## config.mk

```make
export PLATFORM = sky130hd
export DESIGN_NAME = dmem_arbiter
export DESIGN_NICKNAME = d
export VERILOG_FILES = /design/src/rtl/dmem_arbiter.sv
export SDC_FILE = /design/constraint.sdc
export NUM_CORES = 1
export LEC_CHECK = 0
export ABC_AREA = 0
export BUFFER_PORTS_ARGS = -buffer_cell sky130_fd_sc_hd__buf_2
export CAP_MARGIN = 20
export CORE_AREA = 3 3 132 134
export CTS_CLUSTER_DIAMETER = 50
export DETAILED_ROUTE_END_ITERATION = 16
export DIE_AREA = 0 0 135 137
export GPL_ROUTABILITY_DRIVEN = 0
export HOLD_SLACK_MARGIN = 0.15
export PLACE_DENSITY_LB_ADDON = 0.15
export REMOVE_ABC_BUFFERS = 1
export SYNTH_ARGS = -nofsm -noshare
export SYNTH_HDL_FRONTEND = slang
export SYNTH_SLANG_ARGS = --single-unit
```

## constraint.sdc

```tcl
create_clock -name SYS_clk -period 12 [get_ports SYS_clk]
set_input_delay 3.6 -clock SYS_clk [delete_from_list [all_inputs] [get_ports SYS_clk]]
set_output_delay 3.6 -clock SYS_clk [all_outputs]
set_load 0.01 [all_outputs]
```

## src/rtl/dmem_arbiter.sv

```systemverilog
// dmem_arbiter: round-robin arbiter between two data-memory requesters
// (A = CPU load/store, B = loader/debug) that share one data memory.
// One access takes three cycles: IDLE (arbitrate and capture), ACCESS
// (drive the memory, gnt high) and RESP (rvalid high, requests ignored).
//
// Ports:
//   SYS_clk, SYS_reset          clock; asynchronous active-high reset
//   X_req/we/len/signed/addr/wdata   command from requester X (A or B)
//   X_gnt, X_rvalid, X_rdata, X_err  grant pulse and response to requester X
//   MEM_write_*, MEM_read_*     data-memory command (length 00 = idle)
//   MEM_read_data               combinational memory read result
//
// Optional build macro: DMEM_MISALIGN_CHECK_EN turns a misaligned half-word
// or word access into an error access. Without it, misaligned addresses go to
// the memory unchanged.
module dmem_arbiter #(
    parameter int unsigned ADDR_W = 32
) (
    input  logic              SYS_clk,
    input  logic              SYS_reset,
    input  logic              A_req,
    input  logic              A_we,
    input  logic [1:0]        A_len,
    input  logic              A_signed,
    input  logic [ADDR_W-1:0] A_addr,
    input  logic [31:0]       A_wdata,
    output logic              A_gnt,
    output logic              A_rvalid,
    output logic [31:0]       A_rdata,
    output logic              A_err,
    input  logic              B_req,
    input  logic              B_we,
    input  logic [1:0]        B_len,
    input  logic              B_signed,
    input  logic [ADDR_W-1:0] B_addr,
    input  logic [31:0]       B_wdata,
    output logic              B_gnt,
    output logic              B_rvalid,
    output logic [31:0]       B_rdata,
    output logic              B_err,
    output logic [1:0]        MEM_write_length,
    output logic [1:0]        MEM_read_length,
    output logic              MEM_read_signed,
    output logic [ADDR_W-1:0] MEM_write_address,
    output logic [ADDR_W-1:0] MEM_read_address,
    output logic [31:0]       MEM_write_data,
    input  logic [31:0]       MEM_read_data
);

    typedef enum logic [1:0] {IDLE, ACCESS, RESP} state_t;

    state_t state, state_d;

    // last_b = 1 when B held the most recent grant
    logic last_b, last_b_d;
    // captured command attributes still needed after the grant edge
    logic cmd_b, cmd_b_d;
    logic cmd_we, cmd_we_d;
    logic cmd_err, cmd_err_d;

    logic              a_gnt_d, b_gnt_d, a_rvalid_d, b_rvalid_d, a_err_d, b_err_d;
    logic [31:0]       a_rdata_d, b_rdata_d;
    logic [1:0]        mem_wlen_d, mem_rlen_d;
    logic              mem_rsigned_d;
    logic [ADDR_W-1:0] mem_waddr_d, mem_raddr_d;
    logic [31:0]       mem_wdata_d;

    // winner's command, selected combinationally in IDLE
    logic              sel_b, sel_we, sel_signed, sel_err;
    logic [1:0]        sel_len;
    logic [ADDR_W-1:0] sel_addr;
    logic [31:0]       sel_wdata;

    // Round-robin pick: B wins when alone, or when both ask and A went last.
    always_comb begin
        sel_b      = B_req && (!A_req || !last_b);
        sel_we     = sel_b ? B_we     : A_we;
        sel_len    = sel_b ? B_len    : A_len;
        sel_signed = sel_b ? B_signed : A_signed;
        sel_addr   = sel_b ? B_addr   : A_addr;
        sel_wdata  = sel_b ? B_wdata  : A_wdata;
`ifdef DMEM_MISALIGN_CHECK_EN
        sel_err    = (sel_len == 2'b00)
                   || (sel_len == 2'b10 && sel_addr[0])
                   || (sel_len == 2'b11 && sel_addr[1:0] != 2'b00);
`else
        sel_err    = (sel_len == 2'b00);
`endif
    end

    // Next state and next values of every registered output.
    always_comb begin
        state_d       = state;
        last_b_d      = last_b;
        cmd_b_d       = cmd_b;
        cmd_we_d      = cmd_we;
        cmd_err_d     = cmd_err;
        a_gnt_d       = 1'b0;
        b_gnt_d       = 1'b0;
        a_rvalid_d    = 1'b0;
        b_rvalid_d    = 1'b0;
        a_rdata_d     = A_rdata;
        b_rdata_d     = B_rdata;
        a_err_d       = A_err;
        b_err_d       = B_err;
        mem_wlen_d    = 2'b00;
        mem_rlen_d    = 2'b00;
        mem_rsigned_d = 1'b0;
        mem_waddr_d   = '0;
        mem_raddr_d   = '0;
        mem_wdata_d   = '0;

        case (state)
            IDLE: begin
                if (A_req || B_req) begin
                    state_d   = ACCESS;
                    last_b_d  = sel_b;
                    cmd_b_d   = sel_b;
                    cmd_we_d  = sel_we;
                    cmd_err_d = sel_err;
                    a_gnt_d   = !sel_b;
                    b_gnt_d   = sel_b;
                    // the MEM_ registers act as the command latch for ACCESS
                    if (!sel_err) begin
                        if (sel_we) begin
                            mem_wlen_d  = sel_len;
                            mem_waddr_d = sel_addr;
                            mem_wdata_d = sel_wdata;
                        end else begin
                            mem_rlen_d    = sel_len;
                            mem_rsigned_d = sel_signed;
                            mem_raddr_d   = sel_addr;
                        end
                    end
                end
            end
            ACCESS: begin
                state_d = RESP;
                if (cmd_b) begin
                    b_rvalid_d = 1'b1;
                    b_err_d    = cmd_err;
                    b_rdata_d  = (!cmd_we && !cmd_err) ? MEM_read_data : 32'h0;
                end else begin
                    a_rvalid_d = 1'b1;
                    a_err_d    = cmd_err;
                    a_rdata_d  = (!cmd_we && !cmd_err) ? MEM_read_data : 32'h0;
                end
            end
            RESP: begin
                state_d = IDLE;
            end
            default: begin
                state_d = IDLE;
            end
        endcase
    end

    // State register.
    always_ff @(posedge SYS_clk or posedge SYS_reset) begin
        if (SYS_reset) begin
            state <= IDLE;
        end else begin
            state <= state_d;
        end
    end

    // Command attributes, round-robin pointer and output registers.
    always_ff @(posedge SYS_clk or posedge SYS_reset) begin
        if (SYS_reset) begin
            last_b            <= 1'b1;
            cmd_b             <= 1'b0;
            cmd_we            <= 1'b0;
            cmd_err           <= 1'b0;
            A_gnt             <= 1'b0;
            B_gnt             <= 1'b0;
            A_rvalid          <= 1'b0;
            B_rvalid          <= 1'b0;
            A_rdata           <= 32'h0;
            B_rdata           <= 32'h0;
            A_err             <= 1'b0;
            B_err             <= 1'b0;
            MEM_write_length  <= 2'b00;
            MEM_read_length   <= 2'b00;
            MEM_read_signed   <= 1'b0;
            MEM_write_address <= '0;
            MEM_read_address  <= '0;
            MEM_write_data    <= 32'h0;
        end else begin
            last_b            <= last_b_d;
            cmd_b             <= cmd_b_d;
            cmd_we            <= cmd_we_d;
            cmd_err           <= cmd_err_d;
            A_gnt             <= a_gnt_d;
            B_gnt             <= b_gnt_d;
            A_rvalid          <= a_rvalid_d;
            B_rvalid          <= b_rvalid_d;
            A_rdata           <= a_rdata_d;
            B_rdata           <= b_rdata_d;
            A_err             <= a_err_d;
            B_err             <= b_err_d;
            MEM_write_length  <= mem_wlen_d;
            MEM_read_length   <= mem_rlen_d;
            MEM_read_signed   <= mem_rsigned_d;
            MEM_write_address <= mem_waddr_d;
            MEM_read_address  <= mem_raddr_d;
            MEM_write_data    <= mem_wdata_d;
        end
    end

endmodule
```

Yosys cells after proc, flatten, opt, wreduce, memory -nomap -nowiden:

Index checks and enable logic that the tools add are counted.

* register bits after elaboration: 177
* output and inout port bits: 171
* input port bits: 172
* logic and storage cells: 76

* equality and inequality tests: 2
* muxes and demuxes: 40
* bitwise operators: 1
* reduce and logical (&&, ||, !) cells: 14

Operators by type and width (count)
* $mux 32: 15
* $mux 2: 10
* $mux 1: 14
* $reduce_and 2->1: 3
* $logic_not 1->1: 5
* $logic_not 2->1: 2
* $pmux 2 s2: 1
* $eq 2x1->1 const B: 1
* $logic_and 1x1->1: 2
* $logic_or 1x1->1: 2
* $ne 2x2->1 const B: 1
* $not 1->1: 1

Logic depth before layout (Yosys ltp):

Gate-level depths: netlist of the first run.

* depth in word-level cells: 8
* gate-level depth with buffers: 6
* mapped depth without buffers: 4

Least setup slack after synthesis of the first run:

OpenSTA, ideal clock, no wires.

* path type: in2reg
* start point: in B_req
* end point: reg cmd_err
* arrival: 4.432 ns
* data required time: 11.875 ns
* cell stages on the path: 4
* path buffers: 1
* setup time: 0.125 ns
* slack: 7.444 ns
* path through: a21bo_1 -> buf_6 -> mux2_4 -> mux2_2

* cells in the longest elaborated chain, start to end: 3
* elaborated cells between the ends (all ways): 5
* classes of those cells: mux (1); reduce/logical (4)

Ends and longest elaborated chain
* start, declared: RTL line 31 `input logic B_req,`
* $logic_and 1x1->1: RTL line 76 `sel_b = B_req && (!A_req || !last_b);`
* $mux 2: RTL line 78 `sel_len = sel_b ? B_len : A_len;`
* $logic_not 2->1: RTL line 87 `sel_err = (sel_len == 2'b00);`
* end signal, assigned: RTL line 192 `cmd_err <= cmd_err_d;`
* end, declared: RTL line 59 `logic cmd_err, cmd_err_d;`

Several ways; a longest one is shown, not always the timed one.
A chain may end at the register's enable or synchronous reset.

Worst setup path in the final report of the first run:

* start point: in B_req
* end point: reg cmd_we

* cells in the longest elaborated chain, start to end: 2
* elaborated cells between the ends (all ways): 4
* classes of those cells: mux (1); reduce/logical (3)

Ends and longest elaborated chain
* $logic_and 1x1->1 or $logic_or 1x1->1 (tied branches): RTL line 76, 115
* $mux 1 or $reduce_and 2->1 (tied branches)
* end signal, assigned: RTL line 191 `cmd_we <= cmd_we_d;`
* end, declared: RTL line 58 `logic cmd_we, cmd_we_d;`

Several ways; a longest one is shown, not always the timed one.

==> summary.md, run 1 <==
| Metric | Value |
|---|---|
| Overflow after GRT | 0 |
| Global-route wire length before repair | between 30000 and 40000 µm |
| Num rows | 47 |
| Non-Filler Instances | between 1000 and 1500 |
| CP startpoint kind | input pin |
| Root Buffer Master | clkbuf_16 |
| PwrDens | approximately 200 mW/mm² |
| Area grow syn2layout | 29.6% |
| Width of the die | between 100 and 150 µm |
| Skew-Pair Late Insertion Delay | 0.42 ns |
| Worst-Margin Slew | approximately 1.1 ns |
| RSZ-0062 raised after global routing | no |
| Critical Path AT | 5.35 ns |
| Post_cts resized | 0 |
| Setup Viol. Count Final | 0 |
| Wire length per cell | about 19 µm |
| Top FF cell, synth | dfrtp_1 |
| Share of layout cells above drive strength 1 | 0.389 |
| Seq cells post-synth | 177 |
| Final HPWL DP | 16000 µm |
| Total of warnings raised by yosys | 0 |
| Port-buffer cells | ~340 |
| Largest net degree at the start of global routing | approximately 110 |
| Final core occ | 0.615 |
| Num Clock Sinks | 177 |
| Core region area | 0.0164 mm² |
| Clock slew at reported path FFs | around 0.060 ns |
| Mean Syn Cell Area | 10.3 µm² |
| Pre-Repair DR Iteration Count | 5 |
| WL final | roughly 24000 µm |
| Leak pwr | approximately 5 nW |
| Layout filler cell count | ~1400 |
| Total track usage | 0.254 |
| Post-synth cell types | 27 |
| Clock Skews | 0.00824 ns |
| CP Class | input pin to register |
| Seq pwr share | 0.398 |
| Hold Fails Final Rpt | 0 |
| Status | completed |
| Worst reg2reg setup slack | about 9.7 ns |
| Critical path data required time | ~12 ns |
| Crit-path max FO | 104 |
| Peak VDD IR | between 0.09 and 0.1 mV |
| Final max-slew violation count | 0 |
| DRC | 0 |
| Post-route cell area | between 0.01 and 0.015 mm² |
| Post-synth ARST share | 1.00 |
| Nets | 1213 |
| Synth Instances | about 760 |
| Final ANT Viol Nets | 0 |
| Max Cap Viol | 0 |
| Dpl cells | 1242 |
| Power share of the combinational group | 0.320 |
| Die area | approximately 0.018 mm² |
| Hold WC Path Type | register to register |
| Psw | approximately 0.73 mW |
| Hold slack | ~0.47 ns |
| Area after DPL | around 0.0095 mm² |
| Die height | 137 µm |
| Pint | 1.29 mW |
| Critical Path End Type | register |
| Initial Util | 0.474 |
| Worst path bufs/invs | 2 |
| CTS Buf Count | 17 |
| Number of buffers on the longest clock path | 2 |
| Hold Buf Count CTS | 0 |
| Critical Path, Cell by Cell | buf_2 > a21bo_4 > buf_4 > mux2_4 > mux2_2 |
| Slew Limit Headroom | 0.263 |
| CP delay by family, top | buffers and inverters |
| Min Tclk post-route | between 5 and 6 ns |
| Antenna violations before repair | 3 |
| Setup_tns | 0 ns |
| Postcts setup bufs | 0 |
| Vias in the first global route | between 6000 and 7000 |
| Total I/O pin count | approximately 340 |
| First DRT Iteration DRCs | 541 |
| Clk pwr share | 0.282 |
| Slowest stage delay, CP | between 0.8 and 0.9 ns |
| CTS H-tree depth | 4 |
| Fmax | about 0.2 GHz |
| Sequential area share after synthesis | 0.569 |
| CTS tree | yes |
| Cell area after synthesis | 0.00778 mm² |
| Switch share | 0.363 |
| EDFF count, synth | 0 |
| Drt via density | about 5.5 |
| Slowest CP cell | buf_4 |
| Vias | ~7000 |
| Fin crit share | 0.421 |
[final cells by class]
type / instances / area (µm²) / area share
tap: 220 / 275 / 0.0273
antenna: 1 / 2.50 / 0.000248
inverter: 4 / 20.0 / 0.00198
clock buffer: 18 / 429 / 0.0425
multi-input combinational: 486 / 2950 / 0.292
clock inverter: 14 / 178 / 0.0176
timing repair buffer: 355 / 1810 / 0.179
sequential: 177 / 4430 / 0.439
[cell usage after synthesis (4+ instances only)]
cell type | n | area, µm²
buf_2 | 41 | 205
o21ai_2 | 7 | 61.3
inv_1 | 4 | 15.0
buf_6 | 6 | 67.6
a21oi_1 | 102 | 510
o21ai_0 | 57 | 285
nand3b_1 | 5 | 37.5
nand3_1 | 70 | 350
buf_1 | 4 | 15.0
nor2_1 | 5 | 18.8
nand2_1 | 96 | 360
dfrtp_1 | 176 | 4400
clkbuf_1 | 36 | 135
nand4b_1 | 128 | 1120
[power by group through the flow]
stage | clock network (mW) | logic [mW] | registers (mW)
after detailed placement | 0 | 0.652 | 0.815
after global routing | 0.605 | 0.714 | 0.820
after floorplan | 0 | 0.289 | 0.876
after CTS | 0.582 | 0.652 | 0.804
final | 0.570 | 0.647 | 0.803
after global placement | 0 | 0.645 | 0.811
[routing by layer]
metal	part of all wire	up-vias	track usage	routed length (µm)
met2	0.49	360	0.424	12000
met3	0.099	46	0.0842	2420
met5	0.00057	-	0	14
li1	-	3289	-	-
met4	0.027	4	0.0980	659
met1	0.38	3323	0.306	9260
[cells in the final DEF, fill, tap and decap left out, drive strengths merged, types with 2 or more instances in the layout]
master / netlist / routed
inv: 4 / 9
a21oi: 102 / 102
nand4b: 128 / 128
dfrtp: 176 / 176
nor2: 5 / 5
nand3b: 5 / 5
nand3: 70 / 70
o21ai: 65 / 65
clkinv: 0 / 5
o21ba: 2 / 2
nand2: 96 / 96
bufinv: 0 / 3
clkbuf: 36 / 18
buf: 53 / 355
mux2: 6 / 6
[cell families (layout without fill, tap and decap cells)]
group           count (synthesis)  after routing  synth area share
simple gates                  307            307             0.245
flops                         177            177             0.569
compound gates                173            173             0.117
buf+inv                        93            391            0.0582
mux                             6              6            0.0101
other cells                     0              1                 0
[stage by stage]
step / power (mW) / setup WS (ns)
after CTS: 2.04 / 6.97
after global placement: 1.46 / 6.53
after detailed placement: 1.47 / 6.52
final: 2.02 / 6.95
after floorplan: 1.16 / 3.60
after global routing: 2.14 / 6.74
[worst register-to-register path, delay by kind of cell, from the launching register on]
family | cells | cell delay, ns
AOI/OAI and AO/OA | 1 | 0.13
buffers and inverters | 1 | 0.82
DFF | 1 | 0.59
muxes | 2 | 0.64
[registers in the layout (all words and copies together), names as in the netlist, 2 cells and up]
register,flops
A_rdata,32
B_rdata,32
MEM_read_address,32
MEM_read_length,2
MEM_write_address,32
MEM_write_data,32
MEM_write_length,2
state,2
[final timing paths]
| check | cells past startpoint | endpoint | startpoint |
|---|---|---|---|
| setup / recovery | 5 | cmd_we | B_req |
| hold / removal | 2 | A_rdata[24] | A_rdata[24] |
| setup reg to reg | 4 | cmd_we | last_b |
| hold reg to reg | 2 | A_rdata[24] | A_rdata[24] |
| max in group asynchronous | 3 | MEM_read_address[13] | SYS_reset |
| min in group asynchronous | 2 | A_rdata[0] | SYS_reset |
No activity file was read; power rests on OpenSTA's default activity.
==> run 2: changes to the inputs <==
CORE_AREA = unset   (was 3 3 132 134)
CORE_MARGIN = 3   (was unset)
CORE_UTILIZATION = 43   (was unset)
DIE_AREA = unset   (was 0 0 135 137)
clock period = 4.5 ns   (was 12 ns; I/O delays follow)
==> summary.md, run 2 (synthesis gave the netlist of run 1 again) <==
| Metric | Value |
|---|---|
| Status | completed |
| Clk pwr share | 0.282 |
| Worst hold stages | 2 |
| Power share of the combinational group | 0.323 |
| Min Tclk post-route | roughly 2.6 ns |
| Worst reg2reg setup slack | about 2.6 ns |
| Switch share | 0.362 |
| Width of the die | 141 µm |
| CTS tree | yes |
| Register Area | between 0.004 and 0.005 mm² |
| Most frequent cells in the layout | 342 x buf_2, 176 x dfrtp_1, 128 x nand4b_1 |
| RSZ-0062 raised after global routing | no |
| Hold Fails Final Rpt | 0 |
| DRC | 0 |
| Num rows | between 40 and 50 |
| Root Buffer Master | clkbuf_16 |
| Layer with the highest usage | met2 |
| Area grow syn2layout | 30.1% |
| Critical Path End Type | register |
| Clock Skews | about 0.0064 ns |
| FF-to-FF path depth | 4 |
| Overflow after GRT | 0 |
| Pint | ~3.4 mW |
| CP Class | input pin to register |
| Clock slew at reported path FFs | about 0.060 ns |
| Postcts setup bufs | 0 |
| Total track usage | 0.251 |
| Multi-input gate area in the final layout | ~0.0029 mm² |
| Fin crit share | 0.571 |
| Critical path data required time | ~4.8 ns |
| Final core occ | 0.577 |
| Number of buffers on the longest clock path | 2 |
| Initial Util | 0.444 |
| Vias in the first global route | 6910 |
| Port-buffer cells | between 300 and 400 |
| Ant. Diodes | 0 |
| Crit-path max FO | 33 |
| Non-Filler Instances | ~1300 |
| Vias | a little over 7000 |
| Met1 Track Usage GR | 0.321 |
| Hold path endpoint | A_rdata[30] |
| Final max-slew violation count | 0 |
| CTS H-tree depth | 4 |
| Hold Buf Count CTS | 0 |
| Psw | about 2.0 mW |
| Antenna violations before repair | 5 |
| Largest net degree at the start of global routing | 80 |
| Wire length per cell | 19.8 µm |
| Reg-to-reg startpoint | last_b |
| Dpl cells | 1249 |
| Die area | between 0.015 and 0.02 mm² |
| Slew Limit Headroom | 0.378 |
| Global-route wire length before repair | between 30000 and 40000 µm |
| Critical Path AT | 2.90 ns |
| CTS Buf Count | 17 |
| Hold_sp | A_rdata[30] |
| Layout filler cell count | 1571 |
| Fmax | between 0.3 and 0.4 GHz |
| Drt via density | roughly 5.6 |
| CP startpoint kind | input pin |
| Hold WC Path Type | register to register |
| Nets | 1215 |
| Total I/O pin count | between 300 and 400 |
| Most common cell after layout, fill and taps aside | buf_2 |
| Core region area | 0.0175 mm² |
| Setup Viol. Count Final | 0 |
| Met3 Use GR | 0.0741 |
| Final ANT Viol Nets | 0 |
| Skew-Pair Late Insertion Delay | about 0.42 ns |
| WL final | 25300 µm |
| Pre-Repair DR Iteration Count | 5 |
| Peak VDD IR | about 0.28 mV |
| Post_cts resized | 0 |
| Met2 usage | 0.412 |
| First DRT Iteration DRCs | approximately 460 |
| Seq pwr share | 0.395 |
| Share of layout cells above drive strength 1 | 0.390 |
| Die height | approximately 140 µm |
| R2r endpoint | MEM_write_address[21] |
| Worst-Margin Slew | between 0.9 and 1 ns |
| Num Clock Sinks | 177 |
| Leak pwr | between 5 and 6 nW |
| Max Cap Viol | 0 |
| Final HPWL DP | between 15000 and 20000 µm |
| PwrDens | roughly 530 mW/mm² |
==> run 2: layer usage <==
metal  vias to the layer above  share of wire
li1                       3287              -
met1                      3425           0.40
met2                       349           0.49
met3                        40          0.088
met4                         8          0.021
met5                         -         0.0019
==> run 2: power by group through the flow <==
| stage | Sequential [mW] | Clock, mW | Combinational, mW |
|---|---|---|---|
| final | 2.14 | 1.52 | 1.74 |
| after CTS | 2.14 | 1.55 | 1.76 |
| after global routing | 2.18 | 1.63 | 1.92 |
| after detailed placement | 2.17 | 0 | 1.76 |
| after floorplan | 2.34 | 0 | 0.770 |
| after global placement | 2.16 | 0 | 1.74 |
==> run 2: worst max path at each step <==
| stage | slack (ns) | endpoint | start |
|---|---|---|---|
| 2_1_floorplan | -1.65 | A_err | SYS_reset |
| 3_3_place_gp | 1.57 | MEM_read_address[4] | B_we |
| 3_5_place_dp | 1.54 | MEM_read_address[5] | B_we |
| 4_1_cts | 1.95 | MEM_read_address[13] | B_we |
| 5_1_grt | 1.81 | MEM_read_address[13] | B_we |
| 6_report | 1.93 | MEM_read_address[13] | B_we |
==> run 2: cell type report <==
cell class              instances  share of cell area
clock buffers                  18              0.0434
clock inverters                12              0.0157
inverters                       4             0.00198
multi-input cells             486               0.291
flip-flops and latches        177               0.438
well taps                     225              0.0278
repair buffers                357               0.183
==> run 2: per-stage QoR <==
stage | TNS (ns) | area, µm² | worst slack (ns) | power [mW] | hold slack, ns
2_1_floorplan | -380.93 | 7350 | -1.65 | 3.11 | 0.453
6_report | 0 | 10100 | 1.93 | 5.40 | 0.473
3_3_place_gp | 0 | 9530 | 1.57 | 3.89 | 0.456
5_1_grt | 0 | 10100 | 1.81 | 5.73 | 0.499
4_1_cts | 0 | 10100 | 1.95 | 5.45 | 0.477
3_5_place_dp | 0 | 9530 | 1.54 | 3.92 | 0.461
==> run 2: critical path: stages <==
cell and delay (ns):
buf_2 0.27, o21ba_2 0.93, nand3_1 0.17, a21oi_1 0.17
==> run 3: changes to the inputs <==
CORE_UTILIZATION = 48   (was 43)
clock period = 2.64 ns   (was 4.5 ns; I/O delays follow)
==> summary.md, run 3 (synthesis gave the netlist of run 1 again) <==
| Metric | Value |
|---|---|
| Pre-Repair DR Iteration Count | 5 |
| Clock Skews | around 0.0063 ns |
| Vias in the first global route | 7149 |
| Setup Viol. Count Final | 0 |
| Drt via density | ~5.7 |
| Wire length per cell | between 15 and 20 µm |
| FF-to-FF path depth | 4 |
| CP startpoint kind | register |
| PwrDens | 905 mW/mm² |
| Worst path bufs/invs | 1 |
| Postcts setup bufs | 0 |
| Initial Util | 0.501 |
| WL final | 25100 µm |
| First DRT Iteration DRCs | about 480 |
| Width of the die | about 130 µm |
| Final ANT Viol Nets | 0 |
| CP Depth | 4 |
| Area after DPL | around 0.0097 mm² |
| Hold Buf Count CTS | 0 |
| Root Buffer Master | clkbuf_16 |
| Number of buffers on the longest clock path | 2 |
| Global-route wire length before repair | 39200 µm |
| Port-buffer cells | approximately 340 |
| DRC | 0 |
| CP delay by family, top | simple AND/OR/NAND/NOR gates |
| CP Class | register to register |
| Skew-Pair Late Insertion Delay | between 0.4 and 0.5 ns |
| Clock slew at reported path FFs | 0.07 ns |
| Worst reg2reg setup slack | between 0.8 and 0.9 ns |
| Core region area | 0.0155 mm² |
| Leak pwr | ~5.2 nW |
| Hold Fails Final Rpt | 0 |
| Critical path data required time | between 2 and 3 ns |
| Fmax | 0.561 GHz |
| Hold WC Path Type | input pin to async pin |
| Overflow after GRT | 0 |
| Share of layout cells above drive strength 1 | 0.397 |
| Final HPWL DP | between 15000 and 20000 µm |
| Most common cell after layout, fill and taps aside | buf_2 |
| Post-route cell area | ~0.010 mm² |
| Critical Path, Cell by Cell | or3b_2 > buf_4 > nand2_1 > o21ai_0 |
| Worst-Margin Slew | 0.618 ns |
| Most frequent cells in the layout | 342 x buf_2, 176 x dfrtp_1, 128 x nand4b_1 |
| Num Clock Sinks | approximately 180 |
| Peak VDD IR | 0.552 mV |
| Status | completed |
| Final core occ | 0.665 |
| RSZ-0062 raised after global routing | no |
| Die area | around 0.018 mm² |
| CTS Buf Count | 17 |
| CTS tree | yes |
| Total track usage | 0.276 |
| Nets | about 1200 |
| Crit-path max FO | 57 |
| Critical Path End Type | register |
| Num rows | between 40 and 50 |
| Largest net degree at the start of global routing | ~70 |
| Post_cts resized | 0 |
| CTS H-tree depth | 4 |
| Slowest stage delay, CP | ~0.62 ns |
| Critical Path AT | just over 2 ns |
| Slew Limit Headroom | 0.588 |
| Total I/O pin count | around 340 |
| Fin crit share | 0.675 |
| Max Cap Viol | 0 |
| Die height | approximately 130 µm |
| Area grow syn2layout | 32.8% |
| Vias | between 7000 and 8000 |
| Final max-slew violation count | 0 |
| Antenna violations before repair | 5 |
| Min Tclk post-route | 1.78 ns |
| Slowest CP cell | or3b_2 |
run 3: where the power goes:
part           total (mW)  switching [mW]  leakage (nW)  internal [mW]
logic                3.02            1.96          2.46           1.06
clock network        2.67            1.11         0.302           1.57
registers            3.66           0.303          2.39           3.36
total                9.35            3.36          5.15           5.99
run 3: per-stage QoR:
step	instances	hold WS, ns	TNS, ns	total power [mW]	setup slack (ns)
floorplan	667	0.453	-749.50	5.29	-2.95
global placement	1247	0.455	0	6.69	0.613
detailed placement	1247	0.461	0	6.74	0.577
CTS	1279	0.422	0	9.41	0.854
global route	1280	0.436	0	9.88	0.757
finish	1281	0.403	0	9.35	0.858
run 3: worst paths after layout:
path	startpoint	end
min	SYS_reset	B_rdata[16]
min reg2reg	A_rdata[22]	A_rdata[22]
min in group SYS_clk	A_rdata[22]	A_rdata[22]
max	state[1]	A_rdata[2]
max reg2reg	state[1]	A_rdata[2]
max in group asynchronous	SYS_reset	MEM_read_address[23]
run 3: layout make-up:
cell class              count  area, µm²
diodes                      2       5.00
clock buffers              20        457
clock inverters            12        171
fillers                  1281       5210
inverters                   4       20.0
multi-input cells         486       2950
flip-flops and latches    177       4430
well taps                 211        264
repair buffers            369       2040
run 3: per-layer routing:
layer / vias to the layer above / wire [µm] / GRT usage
li1: 3323 / - / -
met1: 3518 / 9880 / 0.355
met2: 378 / 12200 / 0.448
met3: 54 / 2360 / 0.0865
met4: 8 / 609 / 0.0937
met5: - / 57 / 0
